**src/rtl/alu_pwr_ctrl.sv**
```systemverilog
// Power-sequencing controller for the switchable ALU domain.
// Optional idle auto-sleep is enabled by defining ALU_AUTO_SLEEP_EN.
module alu_pwr_ctrl #(
    parameter int ISO_SETUP_CYCLES = 2,
    parameter int PWR_UP_CYCLES    = 8,
    parameter int IDLE_TIMEOUT     = 64,
    parameter int CNT_W            = 8
) (
    input  logic       clk,
    input  logic       rst_n,
    input  logic       sleep_req,
    input  logic       wake_req,
    input  logic       start_in,
    input  logic       alu_busy,
    output logic       alu_start,
    output logic       alu_pwr_en,
    output logic       iso_en,
    output logic       alu_rst_n,
    output logic       ready,
    output logic       start_drop,
    output logic [2:0] pwr_state
);

    typedef enum logic [2:0] {
        S_ON      = 3'd0,
        S_DRAIN   = 3'd1,
        S_ISO     = 3'd2,
        S_OFF     = 3'd3,
        S_PWRUP   = 3'd4,
        S_RELEASE = 3'd5
    } state_t;

    localparam int MAX_A = (ISO_SETUP_CYCLES > PWR_UP_CYCLES) ?
                           ISO_SETUP_CYCLES : PWR_UP_CYCLES;
    localparam int MAX_B = (MAX_A > IDLE_TIMEOUT) ? MAX_A : IDLE_TIMEOUT;

    localparam logic [CNT_W-1:0] ISO_LAST = CNT_W'(ISO_SETUP_CYCLES - 1);
    localparam logic [CNT_W-1:0] PWR_LAST = CNT_W'(PWR_UP_CYCLES - 1);
    localparam logic [CNT_W-1:0] CNT_SAT  = CNT_W'(MAX_B - 1);

    state_t           state;
    state_t           state_next;
    logic [CNT_W-1:0] cnt;
    logic             cnt_run;
    logic             cnt_clr;
    logic             idle_tmo;

`ifdef ALU_AUTO_SLEEP_EN
    localparam logic [CNT_W-1:0] IDLE_LAST = CNT_W'(IDLE_TIMEOUT - 1);

    logic idle_act;

    // Any activity in ON restarts the idle window.
    always_comb begin
        idle_act = start_in | alu_busy | wake_req;
        idle_tmo = (state == S_ON) && !idle_act && (cnt == IDLE_LAST);
        cnt_clr  = (state == S_ON) && idle_act;
        cnt_run  = (state == S_ISO) || (state == S_PWRUP) ||
                   ((state == S_ON) && !idle_act);
    end
`else
    // Counter only times the ISO and PWRUP phases.
    always_comb begin
        idle_tmo = 1'b0;
        cnt_clr  = 1'b0;
        cnt_run  = (state == S_ISO) || (state == S_PWRUP);
    end
`endif

    // Next-state selection; wake requests win over sleep in ON.
    always_comb begin
        state_next = S_OFF;
        case (state)
            S_ON: begin
                if (!wake_req && (sleep_req || idle_tmo))
                    state_next = S_DRAIN;
                else
                    state_next = S_ON;
            end
            S_DRAIN: begin
                if (wake_req)
                    state_next = S_ON;
                else if (!alu_busy)
                    state_next = S_ISO;
                else
                    state_next = S_DRAIN;
            end
            S_ISO: begin
                state_next = (cnt == ISO_LAST) ? S_OFF : S_ISO;
            end
            S_OFF: begin
                state_next = wake_req ? S_PWRUP : S_OFF;
            end
            S_PWRUP: begin
                state_next = (cnt == PWR_LAST) ? S_RELEASE : S_PWRUP;
            end
            S_RELEASE: begin
                state_next = S_ON;
            end
            default: begin
                state_next = S_OFF;
            end
        endcase
    end

    // State, shared counter and registered Moore outputs.
    always_ff @(posedge clk) begin
        if (!rst_n) begin
            state      <= S_OFF;
            cnt        <= '0;
            alu_pwr_en <= 1'b0;
            iso_en     <= 1'b1;
            alu_rst_n  <= 1'b0;
            ready      <= 1'b0;
        end else begin
            state <= state_next;
            if (state_next != state || cnt_clr)
                cnt <= '0;
            else if (cnt_run && cnt != CNT_SAT)
                cnt <= cnt + 1'b1;
            ready <= (state_next == S_ON);
            case (state_next)
                S_ON, S_DRAIN: begin
                    alu_pwr_en <= 1'b1;
                    iso_en     <= 1'b0;
                    alu_rst_n  <= 1'b1;
                end
                S_ISO, S_RELEASE: begin
                    alu_pwr_en <= 1'b1;
                    iso_en     <= 1'b1;
                    alu_rst_n  <= 1'b1;
                end
                S_PWRUP: begin
                    alu_pwr_en <= 1'b1;
                    iso_en     <= 1'b1;
                    alu_rst_n  <= 1'b0;
                end
                default: begin
                    alu_pwr_en <= 1'b0;
                    iso_en     <= 1'b1;
                    alu_rst_n  <= 1'b0;
                end
            endcase
        end
    end

    assign alu_start  = start_in & (state == S_ON);
    assign start_drop = start_in & (state != S_ON);
    assign pwr_state  = state;

endmodule

```
**config.mk**
```make
export PLATFORM = sky130hd
export DESIGN_NAME = alu_pwr_ctrl
export DESIGN_NICKNAME = d
export VERILOG_FILES = /design/src/rtl/alu_pwr_ctrl.sv
export SDC_FILE = /design/constraint.sdc
export NUM_CORES = 1
export LEC_CHECK = 0
export CAP_MARGIN = 20
export CORE_UTILIZATION = 35
export CTS_CLUSTER_SIZE = 20
export DETAILED_ROUTE_END_ITERATION = 10
export PLACE_DENSITY_LB_ADDON = 0.2
export RECOVER_POWER = 50
export SLEW_MARGIN = 30
export SYNTH_ARGS = -nofsm -noshare
export SYNTH_HDL_FRONTEND = slang
export SYNTH_SLANG_ARGS = --single-unit
```
**constraint.sdc**
```tcl
create_clock -name clk -period 4.4 [get_ports clk]
set_input_delay 0.88 -clock clk [delete_from_list [all_inputs] [get_ports clk]]
set_output_delay 0.88 -clock clk [all_outputs]
set_load 0.02 [all_outputs]
```
==> results of run 1 <==
state kept, by name, indices dropped and copies added (netlist names):
| signal | cells |
|---|---|
| alu_pwr_en | 1 |
| alu_rst_n | 1 |
| cnt | 8 |
| iso_en | 1 |
| pwr_state | 3 |
| ready | 1 |
routing by layer:
metal | routed length [um] | GRT usage | vias up | share of wire
met1 | 769 | 0.1888 | 288 | 0.52
met5 | 0 | 0 | - | 0
met2 | 671 | 0.2130 | 9 | 0.45
met4 | 12 | 0.05882 | 0 | 0.0080
met3 | 37 | 0.03774 | 2 | 0.025
li1 | - | - | 328 | -
power groups by stage:
stage,logic (mW),clock network (mW),registers (mW)
after CTS,0.0785,0.0824,0.158
after global routing,0.0798,0.0914,0.159
after detailed placement,0.0779,0,0.161
final,0.0731,0.0780,0.157
after floorplan,0.0482,0,0.163
after global placement,0.0773,0,0.160
Yosys cell counts:
cell type	number
or2_2	1
ha_1	1
mux2_4	1
mux2i_1	3
a41oi_2	1
and2_1	2
and3_1	1
nor2b_1	2
o211ai_1	1
and2b_1	1
xnor2_1	2
and4b_1	1
and4_1	1
buf_4	1
a311oi_2	1
xor2_1	5
o311ai_0	1
or3b_4	1
inv_1	1
a21boi_0	1
nand4_1	2
nor3b_1	1
dfxtp_1	15
a21oi_1	2
nand2b_1	2
buf_2	1
nand2_1	10
nor3_1	1
or3_1	1
nor2_1	11
o21ai_0	3
a211o_1	1
nor4b_1	1
nand3_1	4
buf_6	1
per-stage QoR:
stage / hold WS, ns / utilization
6_report: 0.5403 / 0.4638
5_1_grt: 0.6126 / 0.4638
4_1_cts: 0.5429 / 0.4694
3_5_place_dp: 0.5263 / 0.4556
3_3_place_gp: 0.5106 / 0.4556
2_1_floorplan: 0.4906 / -
kinds of logic after synthesis:
kind of cell	count (synthesis)
compound gates	11
xor+xnor	7
fa+ha+maj	1
buf+inv	4
flops	15
mux	4
simple gates	43
final timing paths:
check / to / startpoint / slack, ns
setup / recovery: start_drop / start_in / 1.43
hold / removal: cnt[6] / cnt[6] / 0.54
setup reg to reg: cnt[5] / pwr_state[2] / 2.25
hold reg to reg: cnt[6] / cnt[6] / 0.54
critical path, stage by stage:
cell             delay, ns
clkdlybuf4s50_1       0.46
nor2b_1               0.13
clkdlybuf4s50_1       0.61
layout make-up:
class	count	area [um2]	area share
clock buffers	3	22.52	0.02426
multi-input cells	66	422.9	0.4555
clock inverters	1	5.005	0.005391
well taps	27	33.78	0.03639
repair buffers	14	140.1	0.1509
flip-flops and latches	15	300.3	0.3235
inverters	1	3.754	0.004043
layout by cell type, fill, tap and decap left out, types with 2 or more instances in the layout:
cell	count
nor2_1	11
xnor2_1	2
nand4_1	2
xor2_1	5
dfxtp_1	15
nor2b_1	2
clkdlybuf4s50_1	9
nand3_1	4
nand2b_1	2
and2_1	2
mux2i_1	3
dlygate4sd3_1	5
o21ai_0	3
nand2_1	10
clkbuf_4	3
a21oi_1	2
==> summary.txt, run 1 <==
Min path
  – Hold depth: 2
  – Worst hold path class: reg2reg

Placement
  – Pre-CTS setup slack: 1.436 ns
  – Dpl hpwl: 1.099 mm
  – Dpl cells: 123
  – DP Area: 912.1 um2
  – Port Buffer Count: 14
  – RePlAce Congestion: 0.7154

GRT
  – Vias in the first global route: 607
  – Largest net degree at the start of global routing: 14
  – Gr ovfl total: 0
  – Initial antenna violation count: 0
  – Total GRT Usage: 0.1413
  – First-pass GRT wire length: 2.601 mm

Detailed routing
  – DR iter-0 viols: 3
  – DR DRC count: 0
  – Vias/cell: 4.937
  – Total wire length: 1.491 mm
  – WL/cell: 11.74 um
  – Post-route ant nets: 0
  – Vias: 627
  – DR pass1 iterations: 3

Die
  – Row cnt: 16
  – Core outline area: 2002 um2
  – Initial core utilization: 0.3806
  – # IOs: 15
  – Die area: 2368 um2
  – Die Width: 48.66 um
  – Die Height: 48.66 um

Worst setup path
  – Crit path DAT: 2.09 ns
  – Cells on worst reg2reg path: 5
  – Crit. End Element: primary output
  – Crit Path Class: in2out
  – Critical Path RT: 3.52 ns
  – Startpoint types: primary input
  – CP Max Fanout: 2

Clock tree
  – CTS buffer count: 3
  – CTS clk-pin slew, worst paths: 0.09 ns
  – Longest Clk Path Bufs: 2
  – Clk Latency, worst-skew pair: 0.28 ns
  – Post-CTS Setup Bufs: 0
  – Post_cts resized: 0
  – TritonCTS clock tree: built
  – CTS Hold Bufs: 0
  – H-tree depth: 1
  – Sinks on Clock Net: 15
  – Cell chosen for the clock root: clkbuf_4

Finish
  – Post-route cell area: 928.4 um2
  – Layout cells sized above 1: 0.07000
  – # nets final: 108
  – Number of fill cells: 205
  – Antenna fix cells: 0
  – Post-Layout Cell Count: 127
  – Area Overhead vs Synth: 21.84%

Run
  – Maxcap violations: 0

Status
  – Outcome: finished clean

Timing
  – Final Critical Period: 2.967 ns
  – Final setup viols: 0
  – Period utilization: 0.6743
  – Slew Limit Fails: 0
  – Setup TNS: 0 ns
  – RSZ-0062 raised after global routing: false
  – Clk_skew: 0.009487 ns
  – Tightest Pin Transition: 0.5275 ns
  – Relative slew slack: 0.6483
  – Final setup margin: 1.433 ns
  – Fmax: 337.1 MHz
  – Hold Vio Cnt, Final: 0

Synthesis
  – Synth Area in Adders: 0.01642
  – Cell area after synthesis: 762.0 um2
  – Synth Register Bits: 15
  – Mux share of post-synthesis cell area: 0.05911
  – Seq/Total Area, Yosys: 0.3941
  – Largest family of logic cells by synthesized area: simple AND/OR/NAND/NOR gates
  – Simple-gate share of the synthesized area: 0.2972
  – Top cells by area, synth: dfxtp_1 (39%), xor2_1 (5.7%), nor2_1 (5.4%), nand2_1 (4.9%), mux2i_1 (3.9%)
  – Post-synth top area share: 0.3941
  – Post-synth net total: 92
  – Yosys cell types: 35
  – Post-Synthesis Cells: 85
  – Synth Area in Compound Gates: 0.1166
  – Syn Area/Cell: 8.964 um2
  – XOR/XNOR share of the synthesized area: 0.08046
  – Ys Warns: 0
  – Yosys top cell by area: dfxtp_1

Power and ir drop
  – Net Sw Frac: 0.3095
  – Power, Total: 0.3083 mW
  – Gate power share: 0.237
  – Pwr per Cell Area: 332.1 nW/um2
  – Seq pwr share: 0.510
  – Power Internal: 0.2129 mW
  – VDD IR max: 0.1805 mV
  – Clock network fraction of total power: 0.253
  – Switching component of the power: 0.09541 mW
  – Leak: 0.3617 nW
No activity file was read; power rests on OpenSTA's default activity.
==> run 2: changes to the inputs <==
==> constraint.sdc (replaced) <==
create_clock -name clk -period 2.91 [get_ports clk]
set_input_delay 0.582 -clock clk [delete_from_list [all_inputs] [get_ports clk]]
set_output_delay 0.582 -clock clk [all_outputs]
set_load 0.02 [all_outputs]
==> summary.txt, run 2 (synthesis results as in run 1) <==
Worst setup path
  – Buf/Inv on CP: 2 (unchanged)
  – CP Max Fanout: 2 (unchanged)
  – Critical Path RT: 2.33 ns (-1.19 ns)
  – Startpoint types: primary input
  – Critical path, cell by cell: clkdlybuf4s50_1, nor2b_1, clkdlybuf4s50_1
  – R2r setup slk: 0.78 ns (-1.47 ns)
  – Worst path slowest cell: clkdlybuf4s50_1
  – Worst setup path startpoint: start_in
  – Most repeated library cell on the critical path: clkdlybuf4s50_1
  – Largest delay share family, worst path: buffers and inverters
  – RR Startpoint: pwr_state[2]
  – Reg2Reg Capture Point: cnt[0]
  – Crit. End Element: primary output
  – Number of stages on the worst setup path: 3 (unchanged)
  – Worst path max stage delay: 0.62 ns (about the same)
  – Cells on worst reg2reg path: 5 (unchanged)
  – Crit path DAT: 1.79 ns (-0.30 ns)
  – Crit Path Class: in2out

Timing
  – Final setup viols: 0 (unchanged)
  – RSZ-0062 raised after global routing: false
  – Hold Vio Cnt, Final: 0 (unchanged)
  – Period utilization: 0.8163
  – Slew Limit Fails: 0 (unchanged)
  – Tightest Pin Transition: 0.5172 ns (-0.01029 ns)
  – Fmax: 421.0 MHz
  – Relative slew slack: 0.6552 (+0.006860)
  – Clk_skew: 0.001429 ns (-0.008058 ns)
  – Setup TNS: 0 ns (unchanged)
  – Final Critical Period: 2.376 ns
  – Hold slack: 0.5416 ns (+0.001283 ns)

GRT
  – Gr ovfl total: 0 (unchanged)
  – Vias in the first global route: 602 (-0.82%)
  – First-pass GRT wire length: 2.546 mm (-2.1%)
  – Largest net degree at the start of global routing: 14 (unchanged)
  – Initial antenna violation count: 0 (unchanged)
  – Total GRT Usage: 0.1369 (-0.004349)

Die
  – # IOs: 15 (unchanged)
  – Die area: 2368 um2 (unchanged)
  – Core outline area: 2002 um2 (unchanged)
  – Die Height: 48.66 um (unchanged)
  – Die Width: 48.66 um (unchanged)
  – Row cnt: 16 (unchanged)
  – Initial core utilization: 0.3806 (unchanged)

Finish
  – Largest register by flop count: cnt
  – Most frequent cells in the layout: dfxtp_1 (15), nor2_1 (11), nand2_1 (10), clkdlybuf4s50_1 (9)
  – Most common cell after layout, fill and taps aside: dfxtp_1
  – Layout cells sized above 1: 0.06000 (-0.01000)
  – Area Overhead vs Synth: 21.67%
  – # nets final: 108 (unchanged)
  – Max FFs per register: 8 (unchanged)
  – Antenna fix cells: 0 (unchanged)

Detailed routing
  – Post-route ant nets: 0 (unchanged)
  – DR pass1 iterations: 4 (+1)
  – Vias: 618 (-1.4%)
  – DR iter-0 viols: 7 (+4)
  – Total wire length: 1.463 mm (-1.9%)
  – WL/cell: 11.52 um (-1.9%)
  – DR DRC count: 0 (unchanged)
  – Vias/cell: 4.866 (-1.4%)

Placement
  – Port Buffer Count: 14 (unchanged)
  – Dpl hpwl: 1.089 mm (-0.97%)
  – RePlAce Congestion: 0.7177 (+0.32%)

Power and ir drop
  – VDD IR max: 0.2678 mV (+48%)
  – Pwr per Cell Area: 497.9 nW/um2 (+50%)
  – Leak: 0.3590 nW (-0.75%)

Clock tree
  – H-tree depth: 1 (unchanged)
  – CTS clk-pin slew, worst paths: 0.08 ns (about the same)
  – Sinks on Clock Net: 15 (unchanged)
  – Longest Clk Path Bufs: 2 (unchanged)
  – Post_cts resized: 0 (unchanged)
  – CTS Hold Bufs: 0 (unchanged)
  – Clk Latency, worst-skew pair: 0.27 ns (about the same)
  – TritonCTS clock tree: built
  – Cell chosen for the clock root: clkbuf_4
  – Post-CTS Setup Bufs: 0 (unchanged)
  – CTS buffer count: 3 (unchanged)

Min path
  – Worst hold path class: reg2reg
  – Hold depth: 2 (unchanged)
  – Hold path startpoint: cnt[6]
  – Worst min-delay path endpoint: cnt[6]

Status
  – Outcome: finished clean

Run
  – Maxcap violations: 0 (unchanged)
## run 2: cell count changes in the layout (fill, tap and decap cells not counted), sizes merged
cell	previous run	this run
clkbuf	3	4
clkinv	1	0
## run 2: layout make-up
class                           instances  area (um2)
Sequential cell                        15       300.3
Fill cell                             210        1075
Multi-Input combinational cell         66       422.9
Clock buffer                            4       26.28
Tap cell                               27       33.78
Timing Repair Buffer                   14       140.1
Inverter                                1       3.754
## run 2: metrics by stage
stage                     std cells  utilization  setup slack (ns)  total power, mW  area (um2)
after floorplan                  85            -             1.085           0.3186       762.0
after global placement          123       0.4556            0.5576           0.3590       912.1
after detailed placement        123       0.4556            0.5252           0.3602       912.1
after CTS                       127       0.4688            0.5240           0.4779       938.4
after global routing            127       0.4631            0.4558           0.4931       927.1
final                           127       0.4631            0.5344           0.4616       927.1
## run 2: power breakdown
group          internal (mW)  total, mW  leakage, nW  switching, mW
registers              0.219      0.238        0.122         0.0186
logic                 0.0519      0.110        0.222         0.0580
clock network         0.0531      0.114       0.0150         0.0610
## run 2: layer usage
metal	vias to the layer above	routed length, um	global-route usage
met2	10	660	0.2106
met1	279	730	0.1822
li1	329	-	-
met4	0	0	0.01471
met5	-	0	0
met3	0	71	0.05975
## run 2: worst min-delay path, cell delays in order (launching register included)
cell     delay [ns]
dfxtp_1        0.33
a21oi_1        0.12
nor2_1         0.05
## run 2: worst max path at each step
stage | to | slack, ns
floorplan | cnt[1] | 1.08
global placement | start_drop | 0.56
detailed placement | start_drop | 0.53
CTS | start_drop | 0.52
global route | start_drop | 0.46
finish | start_drop | 0.53
